File: config.mk
export PLATFORM = sky130hd
export DESIGN_NAME = mem_port_arbiter
export DESIGN_NICKNAME = d
export VERILOG_FILES = /design/src/rtl/mem_port_arbiter.sv
export SDC_FILE = /design/constraint.sdc
export NUM_CORES = 1
export LEC_CHECK = 0
export CORE_AREA = 2 2 194 196
export CTS_CLUSTER_SIZE = 24
export DETAILED_ROUTE_END_ITERATION = 12
export DIE_AREA = 0 0 196 198
export PLACE_DENSITY_LB_ADDON = 0.2
export SLEW_MARGIN = 20
export SYNTH_ARGS = -nofsm -noshare
export SYNTH_HDL_FRONTEND = slang
export SYNTH_SLANG_ARGS = --single-unit
File: constraint.sdc
create_clock -name clk -period 2.01 [get_ports clk]
set_clock_uncertainty 0.05 [all_clocks]
set_input_delay 0.402 -clock clk [delete_from_list [all_inputs] [get_ports clk]]
set_output_delay 0.402 -clock clk [all_outputs]
set_load 0.03 [all_outputs]
File: src/rtl/mem_port_arbiter.sv
// rtl/mem_port_arbiter.sv - two-requester (fetch/data) arbiter for a shared single-port memory
module mem_port_arbiter #(
    parameter int ADDR_W     = 64,
    parameter int DATA_W     = 64,
    parameter int LAT        = 2,
    parameter int STARVE_MAX = 4
) (
    input  logic              clk,
    input  logic              rst,
    input  logic              if_req,
    input  logic [ADDR_W-1:0] if_addr,
    output logic              if_valid,
    output logic [31:0]       if_rdata,
    input  logic              d_req,
    input  logic              d_write,
    input  logic [ADDR_W-1:0] d_addr,
    input  logic [DATA_W-1:0] d_wdata,
    input  logic [3:0]        d_xfer,
    output logic              d_valid,
    output logic [DATA_W-1:0] d_rdata,
    output logic              mem_en,
    output logic              mem_we,
    output logic [ADDR_W-1:0] mem_addr,
    output logic [DATA_W-1:0] mem_wdata,
    output logic [3:0]        mem_xfer,
    input  logic [DATA_W-1:0] mem_rdata,
    output logic              pipe_stall
);

    localparam int CNT_W = (LAT > 1) ? $clog2(LAT) : 1;
    localparam int SC_W  = $clog2(STARVE_MAX + 1);

    typedef enum logic [1:0] {
        IDLE,
        STROBE,
        WAIT,
        DONE
    } state_t;

    state_t           state;
    state_t           state_nx;
    logic             owner_d;
    logic             we_q;
    logic [CNT_W-1:0] lat_cnt;
    logic [SC_W-1:0]  starve_cnt;

    logic             if_elig;
    logic             d_elig;
    logic             grant;
    logic             grant_d;
    logic             lat_last;

    // The requester finishing in DONE has its request treated as consumed.
    always_comb begin
        if_elig  = if_req && !(state == DONE && !owner_d);
        d_elig   = d_req && !(state == DONE && owner_d);
        grant    = (state == IDLE || state == DONE) && (if_elig || d_elig);
        grant_d  = d_elig && !(if_elig && starve_cnt == SC_W'(STARVE_MAX));
        lat_last = (lat_cnt == CNT_W'(LAT - 1));
    end

    always_comb begin
        state_nx = state;
        case (state)
            IDLE:    if (grant) state_nx = STROBE;
            STROBE:  state_nx = we_q ? DONE : WAIT;
            WAIT:    if (lat_last) state_nx = DONE;
            DONE:    state_nx = grant ? STROBE : IDLE;
            default: state_nx = IDLE;
        endcase
    end

    always_ff @(posedge clk) begin
        if (rst) begin
            state      <= IDLE;
            owner_d    <= 1'b0;
            we_q       <= 1'b0;
            lat_cnt    <= '0;
            starve_cnt <= '0;
            mem_addr   <= '0;
            mem_wdata  <= '0;
            mem_xfer   <= '0;
            if_rdata   <= '0;
            d_rdata    <= '0;
        end else begin
            state <= state_nx;
            if (grant) begin
                owner_d <= grant_d;
                if (grant_d) begin
                    we_q      <= d_write;
                    mem_addr  <= d_addr;
                    mem_wdata <= d_wdata;
                    mem_xfer  <= d_xfer;
                    if (!if_elig)
                        starve_cnt <= '0;
                    else if (starve_cnt != SC_W'(STARVE_MAX))
                        starve_cnt <= starve_cnt + SC_W'(1);
                end else begin
                    we_q       <= 1'b0;
                    mem_addr   <= if_addr;
                    mem_wdata  <= '0;
                    mem_xfer   <= 4'b1000;
                    starve_cnt <= '0;
                end
            end
            if (state == STROBE)
                lat_cnt <= '0;
            else if (state == WAIT)
                lat_cnt <= lat_cnt + CNT_W'(1);
            // Read data lands at the end of the last WAIT cycle, ahead of the valid pulse.
            if (state == WAIT && lat_last) begin
                if (owner_d)
                    d_rdata <= mem_rdata;
                else
                    if_rdata <= mem_rdata[31:0];
            end
        end
    end

    assign mem_en     = (state == STROBE);
    assign mem_we     = (state == STROBE) && we_q;
    assign if_valid   = (state == DONE) && !owner_d;
    assign d_valid    = (state == DONE) && owner_d;
    assign pipe_stall = (if_req & ~if_valid) | (d_req & ~d_valid);

endmodule

==> impl_metrics.tcl <==
set metrics [dict create \
    status "finished, violations left" \
    violations "setup timing" \
    power_density_nw_per_um2 1160 \
    critPathTopFamily "flip-flops" \
    die_w_um 196 \
    placed_area_sq_um 14800 \
    clkTransAtPathRegs_ns 0.06 \
    ys_seq_area_share_pct 52.2 \
    tns_ns -0.162 \
    timing.rr.end "mem_addr[33]" \
    drc 0 \
    start_util_pct 24.5 \
    critPathMaxFanout 4 \
    whs_ns 0.278 \
    synthArstFlopShare_pct 0 \
    overflow 0 \
    grt_pass1_wl_um 49600 \
    die_y_um 198 \
    ios 498 \
    critPathBufInv 1 \
    critPathArrivalTime_ns 1.62 \
    synth-seq-cells 236 \
    slowest_stage "dfxtp_2" \
    max_cap_violations 0 \
    layout_setup_ws_ns -0.0639 \
    rrSetupSlack_ns -0.02 \
    grtUsageTotal_pct 16.2 \
    relSlewSlack_pct 69.5 \
    synth.top_cell.area_share_pct 52.2 \
    stdcell_area_sq_um 15600 \
    cts_tree "built" \
    cts_max_level 1 \
    vdd_drop_max_mv 0.707 \
    holdCritStartpoint "rst" \
    final-setup-viol-count 9 \
    ys_warn_count 0 \
    cts.sinks 236 \
    min_path_cells 2 \
    synthFlopType "dfxtp_1" \
    synth_cell_type_count 37 \
    syn_avg_cell_area_sq_um 9.14 \
    cts-root-buf "clkbuf_16" \
    postRouteAntennaNets 0 \
    nets 1761 \
    hold_path_class "primary input to register" \
    rows 71 \
    cp.required_ns 1.56 \
    critPathKind "register to output pin" \
    dr.first_iter.drc_count 292 \
    clkLatencyLatePin_ns 0.56 \
    netlist_area_sq_um 9050 \
    clockBufferDepth 3 \
    dp_hpwl_um 24300 \
    yosysTopAreaCell "dfxtp_1" \
    startpoint_type "register" \
    hold_viol 0 \
    core_sq_um 37000 \
    fillers 3752 \
    port_buffers 497 \
    routed_wl_um 33500 \
    path_cells "ha_4 > nand2_1 > o22a_1 > buf_6" \
    worst_slew_pin_slew_ns 0.457 \
    finalCritPeriodShare_pct 103 \
    hold_end "mem_wdata[6]" \
    synth_nets 1262 \
    antenna_found_initial 1 \
    first_pass_iters 4 \
    cts_inserted_buffers 29 \
    synth_area_leaders "dfxtp_1 (52%), nand2_1 (8.1%), mux2i_1 (7.1%)" \
    end_kind "output pin" \
    final_layout_size_suffix_gt1_share_pct 10.4 \
    syn_inst 990 \
    grt_max_degree 65 \
    finalPower_uw 18000 \
    die_area_sq_um 38800 \
    ff2ff_path_depth 9 \
    wl_per_cell_um 16.9 \
    grt_pass1_vias 8583 \
    vias 8837 \
    viasPerCell 4.45 \
    rsz0062_at_grt "true" \
    cp_slowest_stage_delay_ns 0.37 \
    slew_viol_final 0 \
    p_leak_uw 0.00681 \
    maxClockFrequency_ghz 0.482 \
    routabilityCongestion 0.790 \
    synth-edff-count 0 \
    period_minus_slack_ns 2.07 \
    utilization_pct 42.1 \
    areaGrowthSynthToFinish_pct 72.0 \
    rr_startpoint "state[1]" \
]
per-layer routing:
metal  track usage (%)  vias to the layer above  routed length (um)
met4              5.67                        0                1130
met5                 0                        -                   0
met1              17.9                     4044               13000
met2              28.9                      328               16600
met3              5.40                       64                2780
li1                  -                     4401                   -
what timing repair did:
action | in CTS | in global routing
gates cloned | 0 | 2
hold buffers | 0 | 0
resized for setup | 235 | 14
pin swaps | 1 | 1
buffers inserted | 1 | 3
endpoints found under the setup margin | 232 | 64
worst max-delay path by stage:
| stage | end | slack [ns] | cells past startpoint | from |
|---|---|---|---|---|
| 6_report | pipe_stall | -0.06 | 4 | state[1] |
| 4_1_cts | pipe_stall | -0.13 | 5 | state[1] |
| 5_1_grt | pipe_stall | -0.14 | 4 | state[1] |
| 2_1_floorplan | pipe_stall | 0.14 | 4 | state[1] |
| 3_3_place_gp | mem_addr[17] | -0.12 | 6 | if_req |
| 3_5_place_dp | mem_addr[17] | -0.17 | 6 | if_req |
stage by stage:
stage | setup slack, ns | cells
floorplan | 0.142 | 990
global placement | -0.125 | 1926
detailed placement | -0.173 | 1926
CTS | -0.133 | 1979
global route | -0.139 | 1985
finish | -0.0639 | 1985
power breakdown:
part,total (uW),switching (uW),internal (uW)
logic,7060,4160,2900
clock network,5060,2060,3000
registers,5910,420,5490
total,18000,6630,11400
Yosys cell counts, drive strengths merged (2+ instances only):
cell    instances
nand2         196
mux2i          65
inv             7
clkbuf         37
nor2b           3
and3            2
a21oi          99
ha              7
nand4b          3
nor2          135
a211oi         64
buf            48
dfxtp         236
a21o            2
a22oi          68
nand3           4
final cells by class:
class                      count  area (sq um)  share of cell area, %
antenna                        1          2.50                 0.0161
sequential                   236          4730                   30.4
tap                          474           593                   3.81
timing repair buffer         553          5370                   34.5
inverter                       7          26.3                  0.169
clock buffer                  44           842                   5.41
multi-input combinational    662          3930                   25.2
clock inverter                 8          76.3                  0.490
layout by cell type, fill, tap and decap left out, types with 9 or more instances in the layout:
cell / netlist / routed
clkdlybuf4s50_1: 0 / 263
dfxtp_1: 236 / 234
dlygate4sd2_1: 0 / 228
nand2_1: 196 / 196
nor2_1: 135 / 135
a21oi_1: 98 / 98
mux2i_1: 64 / 64
a22oi_1: 68 / 64
buf_4: 14 / 40
a211oi_2: 30 / 34
clkbuf_16: 0 / 31
a211oi_1: 34 / 30
buf_12: 0 / 15
clkbuf_1: 37 / 9
cell families after synthesis:
group	count (synthesis)	share of synthesized area, %
AO/OA/AOI/OAI	240	18.9
adder cells (fa/ha/maj)	7	0.967
flip-flops	236	52.2
AND/OR/NAND/NOR	349	15.1
buffers and inverters	92	5.47
XOR/XNOR	1	0.0968
multiplexers	65	7.23
registers in the layout, summed over array words and instances (netlist names):
register	flops
owner_d	1
mem_xfer	4
starve_cnt	3
if_rdata	32
state	2
mem_wdata	64
lat_cnt	1
d_rdata	64
mem_addr	64
we_q	1
Power figures use the tool's default switching activity.
